<file path="src/rtl/serial_sub_pkg.sv">
// serial_sub_pkg: shared FSM state encodings and default operand width for serial_sub_ctrl
package serial_sub_pkg;
  localparam int DEFAULT_WIDTH = 8;
  localparam logic [1:0] S_IDLE = 2'b00;
  localparam logic [1:0] S_RUN  = 2'b01;
  localparam logic [1:0] S_DONE = 2'b10;
endpackage

</file>
<file path="src/rtl/serial_sub_ctrl_full_sub.sv">
// half_sub / full_sub: one-bit subtractor slice built from two half subtractors and an OR
module half_sub (
  input  logic a,
  input  logic b,
  output logic d,
  output logic bout
);
  assign d    = a ^ b;
  assign bout = ~a & b;
endmodule

module full_sub (
  input  logic a,
  input  logic b,
  input  logic bin,
  output logic d,
  output logic bout
);
  logic d1, b1, b2;
  half_sub u_hs0 (.a(a),  .b(b),   .d(d1), .bout(b1));
  half_sub u_hs1 (.a(d1), .b(bin), .d(d),  .bout(b2));
  assign bout = b1 | b2;
endmodule

</file>
<file path="src/rtl/serial_sub_ctrl.sv">
// serial_sub_ctrl: bit-serial unsigned a-b, LSB first, one bit per cycle; define SERIAL_SUB_CMP_EN to add eq/lt outputs
module serial_sub_ctrl
  import serial_sub_pkg::*;
#(
  parameter int WIDTH = DEFAULT_WIDTH
) (
  input  logic             clk,
  input  logic             rst_n,
  input  logic             start,
  input  logic [WIDTH-1:0] a,
  input  logic [WIDTH-1:0] b,
  output logic             busy,
  output logic             done,
`ifdef SERIAL_SUB_CMP_EN
  output logic             eq,
  output logic             lt,
`endif
  output logic [WIDTH-1:0] diff,
  output logic             borrow_out
);
  localparam int CW = (WIDTH > 2) ? $clog2(WIDTH) : 1;

  logic [1:0]       state_q, state_d;
  logic [WIDTH-1:0] a_q, a_d, b_q, b_d, sd_q, sd_d, diff_q, diff_d;
  logic [CW-1:0]    cnt_q, cnt_d;
  logic             bor_q, bor_d, bout_q, bout_d, done_q, done_d;
  logic             last, d_bit, b_bit, fin;

  assign last = cnt_q == CW'(WIDTH - 1);
  assign fin  = state_q == S_DONE;

  full_sub u_slice (.a(a_q[0]), .b(b_q[0]), .bin(bor_q), .d(d_bit), .bout(b_bit));

  // next-state: capture in IDLE, shift one bit per RUN cycle, publish result when leaving DONE
  always_comb begin
    state_d = state_q;
    a_d     = a_q;
    b_d     = b_q;
    sd_d    = sd_q;
    cnt_d   = cnt_q;
    bor_d   = bor_q;
    case (state_q)
      S_IDLE: if (start) begin
        state_d = S_RUN;
        a_d     = a;
        b_d     = b;
        cnt_d   = '0;
        bor_d   = 1'b0;
      end
      S_RUN: begin
        a_d     = a_q >> 1;
        b_d     = b_q >> 1;
        sd_d    = {d_bit, sd_q[WIDTH-1:1]};
        bor_d   = b_bit;
        cnt_d   = last ? cnt_q : cnt_q + CW'(1);
        state_d = last ? S_DONE : S_RUN;
      end
      default: state_d = S_IDLE;
    endcase
    done_d = fin;
    diff_d = fin ? sd_q : diff_q;
    bout_d = fin ? bor_q : bout_q;
  end

  // state and datapath registers, cleared asynchronously
  always_ff @(posedge clk or negedge rst_n) begin
    if (!rst_n) begin
      state_q <= S_IDLE;
      a_q     <= '0;
      b_q     <= '0;
      sd_q    <= '0;
      cnt_q   <= '0;
      bor_q   <= 1'b0;
      done_q  <= 1'b0;
      diff_q  <= '0;
      bout_q  <= 1'b0;
    end else begin
      state_q <= state_d;
      a_q     <= a_d;
      b_q     <= b_d;
      sd_q    <= sd_d;
      cnt_q   <= cnt_d;
      bor_q   <= bor_d;
      done_q  <= done_d;
      diff_q  <= diff_d;
      bout_q  <= bout_d;
    end
  end

`ifdef SERIAL_SUB_CMP_EN
  logic eq_q, eq_d, lt_q, lt_d;

  // compare flags derive from the finished difference and are published with it
  always_comb begin
    eq_d = fin ? (~bor_q & (sd_q == '0)) : eq_q;
    lt_d = fin ? bor_q : lt_q;
  end

  // compare flag registers
  always_ff @(posedge clk or negedge rst_n) begin
    if (!rst_n) begin
      eq_q <= 1'b0;
      lt_q <= 1'b0;
    end else begin
      eq_q <= eq_d;
      lt_q <= lt_d;
    end
  end

  assign eq = eq_q;
  assign lt = lt_q;
`endif

  assign busy       = state_q == S_RUN;
  assign done       = done_q;
  assign diff       = diff_q;
  assign borrow_out = bout_q;
endmodule

</file>
<file path="config.mk">
export PLATFORM = sky130hd
export DESIGN_NAME = serial_sub_ctrl
export DESIGN_NICKNAME = d
export VERILOG_FILES = /design/src/rtl/serial_sub_pkg.sv /design/src/rtl/serial_sub_ctrl_full_sub.sv /design/src/rtl/serial_sub_ctrl.sv
export SDC_FILE = /design/constraint.sdc
export NUM_CORES = 1
export LEC_CHECK = 0
export CAP_MARGIN = 20
export CORE_ASPECT_RATIO = 0.7
export CORE_UTILIZATION = 23
export CTS_BUF_LIST = sky130_fd_sc_hd__clkbuf_4 sky130_fd_sc_hd__clkbuf_8 sky130_fd_sc_hd__clkbuf_16
export CTS_CLUSTER_SIZE = 16
export DETAILED_ROUTE_END_ITERATION = 7
export HOLD_SLACK_MARGIN = 0.12
export SKIP_LAST_GASP = 1
export SLEW_MARGIN = 20
export SYNTH_ARGS = -nofsm -noshare
export SYNTH_HDL_FRONTEND = slang
export SYNTH_HIERARCHICAL = 1
export SYNTH_SLANG_ARGS = --single-unit
</file>
<file path="constraint.sdc">
create_clock -name clk -period 1.7 [get_ports clk]
set_input_delay 0.255 -clock clk [delete_from_list [all_inputs] [get_ports clk]]
set_output_delay 0.255 -clock clk [all_outputs]
set_load 0.01 [all_outputs]
</file>
==> qor.yml, run 1 <==
status:
  outcome: "complete, no violations"
critical_path:
  r2r_slack_ps: 240
  critPathArrivalTime_ps: 1210
  r2r_cells: 4
  max_stage_delay_ps: 370
  path_max_fanout: 5
  startpoint_type: "register"
  path_class: "register to primary output"
  required_ps: 1440
  cp-end-kind: "primary output"
  slowest_stage: "dfrtp_1"
  path_cells: "nand2b_1 > inv_2 > dlygate4sd2_1"
final_layout:
  fillers: 767
  multi_input_area_um2: 714
  final_common_cell: "dfrtp_1"
  num_antenna_cells: 0
  fin_cells: 269
  layout.area.seq_um2: 1000
  drive_above_1_share_pct: 29.8
  mostFrequentLayoutCells: "dfrtp_1 (40), clkdlybuf4s50_1 (27), mux2_2 (17)"
  synthToLayoutAreaGrowth_pct: 31.8
  final_util_pct: 32.1
  fin_nets: 193
floorplan:
  core_um2: 7480
  start_util_pct: 24.4
  die_w_um: 108
  io_pins: 30
  row_count: 26
  fp.dieH_um: 76.5
  dieArea_um2: 8290
route:
  vias_per_cell: 4.40
  drt_pass1_iterations: 4
  postRouteAntennaNets: 0
  wl_per_cell_um: 14.8
  via_count: 1184
  drt-total-wl_um: 3980
  drt_iter0_markers: 70
  route.detailed.drc: 0
logic_synthesis:
  syn_nets: 159
  synth_ff_type: "dfrtp_1"
  synth-edff-count: 0
  syn_area_um2: 1820
  syn_inst: 136
  synth.top_cell.area_share_pct: 54.9
  ys_seq_elements: 40
  synth_area_leaders: "dfrtp_1 (55%), mux2_2 (11%), o221a_2 (8.6%)"
  synth_top_cell_by_area: "dfrtp_1"
  async_flop_share_pct: 100
  yosysWarnings: 6
  yosysUniqueCellTypes: 23
  yosysSeqAreaShare_pct: 54.9
  postSynthAreaPerCell_um2: 13.4
power:
  p_clk_share_pct: 24.1
  seqPwrFrac_pct: 39.6
  leakage_nw: 1.04
  irDropWorstVdd_mv: 0.698
  pwr_density_cell_nw_per_um2: 1710
  combinationalPowerShare_pct: 36.3
  p_sw_mw: 1.27
  power.internal_mw: 2.85
  swShare_pct: 30.9
timing:
  fin_setup_tns_ps: 0
  relSlewSlack_pct: 75.2
  maxSlewViolCount: 0
  rsz0062_at_grt: "no"
  period_needed_ps: 1460
  finalCritPeriodShare_pct: 86.1
  setup_viol: 0
  whs_ps: 414
  worst_pin_slew_ps: 371
  clock_skew_ps: 5.99
  clock.fmax_ghz: 0.683
  hold_violations: 0
cts:
  clk_transition_reported_paths_ps: 60
  clk_latency_ps: 290
  cts_tree: "done"
  h-tree-depth: 2
  cts-root-buf: "clkbuf_16"
  numCtsBuffers: 5
  cts_buffer_depth: 2
  clkSinkCount: 40
placed_design:
  hpwl_um: 2580
  dpl.cell_count: 260
  gp_congestion: 0.669
  portBuffers: 29
run:
  cap_violations: 0
global_route:
  grt_max_degree: 29
  gr-total-overflow: 0
  grt_util_all_layers_pct: 10.9
  grt_pass1_wl_um: 6670
  grt_pass1_vias: 1208
  antenna_found_initial: 0
hold_path:
  hold_path.class: "input pin to async pin"
worst paths after layout:
path                            start       end
setup / recovery           state_q[1]      busy
hold / removal                  rst_n    a_q[0]
min in group clk              diff[3]   diff[3]
max in group asynchronous       rst_n   sd_q[1]
setup reg to reg             cnt_q[0]  cnt_q[2]
hold reg to reg               diff[3]   diff[3]
flip-flops by register name (all words and copies together) (netlist names):
name	count
bor_q	1
sd_q	8
cnt_q	3
borrow_out	1
diff	8
state_q	2
b_q	8
a_q	8
done	1
cell usage after synthesis, drive strengths merged, types with 3 or more instances:
cell    number
dfrtp       40
mux2        17
o221a       14
or4b        14
inv         10
buf          9
nand2b       5
ha           4
clkbuf       3
nand3        3
o221ai       3
power by group through the flow:
| stage | sequential (mW) | combinational, mW | clock, mW |
|---|---|---|---|
| 3_3_place_gp | 1.65 | 1.45 | 0 |
| 3_5_place_dp | 1.66 | 1.49 | 0 |
| 2_1_floorplan | 1.61 | 1.03 | 0 |
| 4_1_cts | 1.64 | 1.52 | 1.01 |
| 5_1_grt | 1.69 | 1.66 | 1.06 |
| 6_report | 1.63 | 1.49 | 0.992 |
critical path: cells and delay by family, from the launching register on:
kind	cells	cell delay, ps
DFF	1	370
buffers and inverters	2	380
and+or+nand+nor	1	170
metrics by stage:
stage	worst slack, ps	power [mW]	area (um^2)
6_report	236	4.12	2400
5_1_grt	137	4.41	2400
4_1_cts	220	4.17	2400
3_5_place_dp	82.9	3.15	2240
3_3_place_gp	52.5	3.10	2240
2_1_floorplan	346	2.64	1820
cells by family after synthesis:
family | share of synthesized area [%]
AOI/OAI and AO/OA | 12.4
adders and majority gates | 2.75
buffers and inverters | 5.90
DFF | 54.9
muxes | 10.5
and+or+nand+nor | 13.6
timing repair:
action / in CTS / in global routing
hold buffers: 1 / 0
hold endpoints to repair: 14 / 0
resized for setup: 2 / 0
buffers inserted: 0 / 0
endpoints found under the setup margin: 1 / 0
layout make-up:
type	count	share of cell area [%]
flip-flops and latches	40	41.6
inverters	10	1.56
clock buffers	7	6.09
well taps	98	5.10
repair buffers	39	15.6
multi-input cells	74	29.7
clock inverters	1	0.312
metal layers:
layer  up-vias  GRT usage, %  part of all wire, %
li1        579             -                    -
met1       573          15.5                   53
met2        27          13.5                   38
met3         5          5.30                  7.1
met4         0          4.46                  1.5
met5         -             0                    0
(Power assumes the default switching activity.)
==> run 2, diff against run 1 <==
CORE_UTILIZATION = 50   (was 23)
PLACE_DENSITY = 0.76   (was not set)
==> qor.yml, run 2 (synthesized netlist as in run 1, its figures left out) <==
status:
  outcome: "complete, no violations"
power:
  irDropWorstVdd_mv: 0.742  # +6.3%
  pwr_density_cell_nw_per_um2: 1640  # -4.4%
  leakage_nw: 1.02  # -2.0%
critical_path:
  path_max_fanout: 5  # unchanged
  path_class: "register to primary output"
  startpoint_type: "register"
  critPathArrivalTime_ps: 1250  # +40 ps
  cp-end-kind: "primary output"
  required_ps: 1440  # about the same
timing:
  fin_setup_tns_ps: 0  # unchanged
  finalCritPeriodShare_pct: 88.4  # +2.3 points
  worst_pin_slew_ps: 457  # +85.5 ps
  rsz0062_at_grt: "no"
  fin_ws_ps: 198  # -38.3 ps
  clock_skew_ps: 3.63  # -2.36 ps
  hold_violations: 0  # unchanged
  clock.fmax_ghz: 0.666  # -2.6%
  maxSlewViolCount: 0  # unchanged
  period_needed_ps: 1500  # +38.3 ps
  relSlewSlack_pct: 69.5  # -5.7 points
  setup_viol: 0  # unchanged
cts:
  cts-root-buf: "clkbuf_8"
  clk_transition_reported_paths_ps: 70  # about the same
  clkSinkCount: 40  # unchanged
  clk_latency_ps: 290  # about the same
  cts_tree: "done"
  post-cts-setup-buffers: 0  # unchanged
  numCtsBuffers: 5  # unchanged
  cts_buffer_depth: 2  # unchanged
  h-tree-depth: 2  # unchanged
final_layout:
  fin_nets: 192  # -0.52%
  synthToLayoutAreaGrowth_pct: 25.3
  layout.area.seq_um2: 1000  # unchanged
  num_antenna_cells: 0  # unchanged
  final_util_pct: 68.8  # +37 points
  fillers: 254  # -67%
  mostFrequentLayoutCells: "dfrtp_1 (40), clkdlybuf4s50_1 (27), mux2_2 (17)"
  final_common_cell: "dfrtp_1"
  drive_above_1_share_pct: 28.8  # -1.0 points
  multi_input_area_um2: 714  # unchanged
route:
  postRouteAntennaNets: 0  # unchanged
  drt_iter0_markers: 51  # -27%
  route.detailed.drc: 0  # unchanged
  vias_per_cell: 5.67  # +29%
  wl_per_cell_um: 14.8  # -0.11%
  via_count: 1230  # +3.9%
  drt_pass1_iterations: 5  # +1
  drt-total-wl_um: 3210  # -19%
placed_design:
  portBuffers: 29  # unchanged
  pre_cts_ws_ps: 70.6  # -12.2 ps
  hpwl_um: 2280  # -12%
  gp_congestion: 0.761  # +14%
global_route:
  grt_max_degree: 29  # unchanged
  antenna_found_initial: 0  # unchanged
  grt_pass1_vias: 1213  # +0.41%
  gr-total-overflow: 0  # unchanged
  grt_util_all_layers_pct: 19.8  # +8.9 points
  grt_pass1_wl_um: 5530  # -17%
floorplan:
  row_count: 17  # -35%
  core_um2: 3320  # -56%
  fp.dieH_um: 52.5  # -31%
  io_pins: 30  # unchanged
  start_util_pct: 54.9  # +31 points
  dieArea_um2: 3900  # -53%
  die_w_um: 74.2  # -32%
hold_path:
  hold_path.class: "input pin to async pin"
run:
  cap_violations: 0  # unchanged
## run 2: changes by cell type in the layout (fill, tap and decap cells not counted)
cell and delta:
clkinv_2 +2, buf_4 -2, inv_1 +1, clkbuf_4 -1, inv_2 -1, buf_12 +1
clkinvlp_4 -1, clkbuf_8 +5, clkbuf_16 -5
## run 2: through the flow
step                      cell area, um^2  power (mW)  cells  hold WS, ps
after floorplan                      1820        2.64    136        -40.6
after global placement               2180        3.05    208          223
after detailed placement             2180        3.16    208          227
after CTS                            2280        3.78    217          444
after global routing                 2280        4.00    217          477
final                                2280        3.74    217          447
## run 2: layout make-up
class / instances / area share, %
clock inverter: 2 / 0.438
tap: 47 / 2.58
multi-input combinational: 74 / 31.3
clock buffer: 6 / 3.62
sequential: 40 / 43.8
timing repair buffer: 38 / 16.6
inverter: 10 / 1.64
## run 2: path summary, 6_finish.rpt
kind	from	endpoint	slack [ps]	cells after the start
max reg2reg	cnt_q[0]	cnt_q[2]	240	4
max in group asynchronous	rst_n	sd_q[0]	790	3
min	rst_n	b_q[7]	450	2
max	state_q[1]	busy	200	3
min in group clk	diff[3]	diff[3]	510	1
min reg2reg	diff[3]	diff[3]	510	1
## run 2: what timing repair did
item	in CTS	in global routing
setup endpoints to repair	1	0
hold endpoints to repair	19	0
resized for setup	1	0
hold buffers	1	0
## run 2: where the power goes
group          total (mW)  internal [mW]  leakage (nW)  switching [mW]
logic                1.47          0.873         0.480           0.599
registers            1.64           1.38         0.487           0.259
clock network       0.635          0.323        0.0510           0.312
total                3.74           2.57          1.02            1.17
## run 2: metal layers
metal / vias up / part of all wire [%] / GRT usage (%)
met4: 0 / 3.0 / 11.2
met1: 613 / 47 / 24.8
met3: 11 / 3.0 / 4.62
li1: 578 / - / -
met2: 28 / 46 / 31.7
met5: - / 0 / 0
## run 2: critical path, stage by stage (launching register included)
cell,delay (ps)
dfrtp_1,380
nand2b_1,150
inv_1,140
dlygate4sd2_1,290
==> run 3, diff against run 2 <==
CORE_UTILIZATION = 35   (was 50)
PLACE_DENSITY = not set   (was 0.76)
==> qor.yml, run 3 (synthesized netlist as in run 1, its figures left out) <==
cts:
  numCtsBuffers: 5  # unchanged
  cts_tree: "done"
  h-tree-depth: 2  # unchanged
  clkSinkCount: 40  # unchanged
  clk_latency_ps: 290  # about the same
  clk_transition_reported_paths_ps: 70  # about the same
  cts-root-buf: "clkbuf_8"
  cts_buffer_depth: 2  # unchanged
  post-cts-setup-buffers: 0  # unchanged
timing:
  whs_ps: 509  # +61.6 ps
  clock_skew_ps: 9.58  # +5.94 ps
  setup_viol: 0  # unchanged
  hold_violations: 0  # unchanged
  relSlewSlack_pct: 66.4  # -3.1 points
  maxSlewViolCount: 0  # unchanged
  fin_setup_tns_ps: 0  # unchanged
  period_needed_ps: 1460  # -46.3 ps
  clock.fmax_ghz: 0.687  # +3.2%
  worst_pin_slew_ps: 504  # +47.2 ps
  finalCritPeriodShare_pct: 85.6  # -2.7 points
  rsz0062_at_grt: "no"
  fin_ws_ps: 244  # +46.3 ps
route:
  drt_pass1_iterations: 4  # -1
  drt-total-wl_um: 3540  # +10%
  via_count: 1196  # -2.8%
  vias_per_cell: 4.98  # -12%
  postRouteAntennaNets: 0  # unchanged
  drt_iter0_markers: 54  # +5.9%
  route.detailed.drc: 0  # unchanged
  wl_per_cell_um: 14.8  # -0.11%
floorplan:
  row_count: 21  # +4
  dieArea_um2: 5510  # +41%
  start_util_pct: 37.3  # -18 points
  fp.dieH_um: 62.4  # +19%
  die_w_um: 88.3  # +19%
  io_pins: 30  # unchanged
  core_um2: 4890  # +47%
critical_path:
  cp_top_family: "buffers and inverters"
  max_stage_delay_ps: 550  # +170 ps
  slowest_stage: "clkdlybuf4s50_1"
  crit_buf_inv: 1  # -1
  path_cells: "clkdlybuf4s50_1"
  cp-end-kind: "primary output"
  path_class: "register to primary output"
  critPathArrivalTime_ps: 1200  # -50 ps
  path_max_fanout: 2  # -3
  required_ps: 1440  # about the same
  startpoint_type: "register"
power:
  irDropWorstVdd_mv: 0.569  # -23%
  leakage_nw: 1.01  # -0.79%
  power_mw: 3.72  # -0.65%
  pwr_density_cell_nw_per_um2: 1620  # -0.93%
final_layout:
  postLayoutCellArea_um2: 2290  # +0.27%
  synthToLayoutAreaGrowth_pct: 25.6
  num_antenna_cells: 0  # unchanged
  final_util_pct: 46.9  # -22 points
  final_common_cell: "dfrtp_1"
  fin_cells: 240  # +11%
  mostFrequentLayoutCells: "dfrtp_1 (40), clkdlybuf4s50_1 (27), mux2_2 (17)"
  fillers: 455  # +79%
  drive_above_1_share_pct: 29.2  # +0.42 points
  fin_nets: 194  # +1.0%
placed_design:
  portBuffers: 29  # unchanged
  hpwl_um: 2390  # +4.9%
  pre_cts_ws_ps: 101  # +30.5 ps
  dpl.cell_count: 232  # +12%
  gp_congestion: 0.713  # -6.4%
  placed_area_um2: 2200  # +0.80%
global_route:
  grt_pass1_wl_um: 6230  # +13%
  grt_max_degree: 41  # +41%
  grt_util_all_layers_pct: 14.8  # -5.0 points
  antenna_found_initial: 0  # unchanged
  gr-total-overflow: 0  # unchanged
  grt_pass1_vias: 1270  # +4.7%
status:
  outcome: "complete, no violations"
hold_path:
  hold_path.class: "register to register"
run:
  cap_violations: 0  # unchanged
[run 3: cell count changes in the layout (fill, tap and decap cells not counted)]
| cell | delta |
|---|---|
| clkbuf_4 | +1 |
| clkbuf_8 | -1 |
| clkinv_2 | -1 |
| buf_12 | -2 |
| buf_4 | +4 |
[run 3: routing by layer]
layer  share of wire [%]  global-route usage, %
met1                  49                   20.5
met2                  46                   22.5
met3                 3.5                   3.43
met4                 1.7                   5.44
met5                   0                      0
[run 3: report_power, final]
part / internal (mW) / switching [mW] / total (mW)
clock: 0.295 / 0.307 / 0.602
combinational: 0.875 / 0.607 / 1.48
sequential: 1.38 / 0.259 / 1.63
[run 3: worst paths after layout]
kind | start | to | slack (ps) | depth (start not counted)
worst min-delay path | diff[6] | diff[6] | 510 | 1
worst min register to register | diff[6] | diff[6] | 510 | 1
min in group asynchronous | rst_n | diff[0] | 560 | 3
worst max-delay path | diff[2] | diff[2] | 240 | 1
max in group asynchronous | rst_n | cnt_q[2] | 790 | 3
worst max register to register | cnt_q[0] | cnt_q[1] | 250 | 4
[run 3: what timing repair did]
item                       in CTS  in global routing
hold buffers                    1                  0
gates resized for setup         1                  0
hold endpoints to repair       40                  0
setup endpoints to repair       1                  0
[run 3: area by class of cell]
class                           count  area, um^2  share of cell area [%]
Clock buffer                        6        76.3                    3.33
Timing Repair Buffer               40         369                    16.1
Clock inverter                      1        5.00                   0.219
Sequential cell                    40        1000                    43.7
Tap cell                           69        86.3                    3.77
Inverter                           10        37.5                    1.64
Multi-Input combinational cell     74         714                    31.2
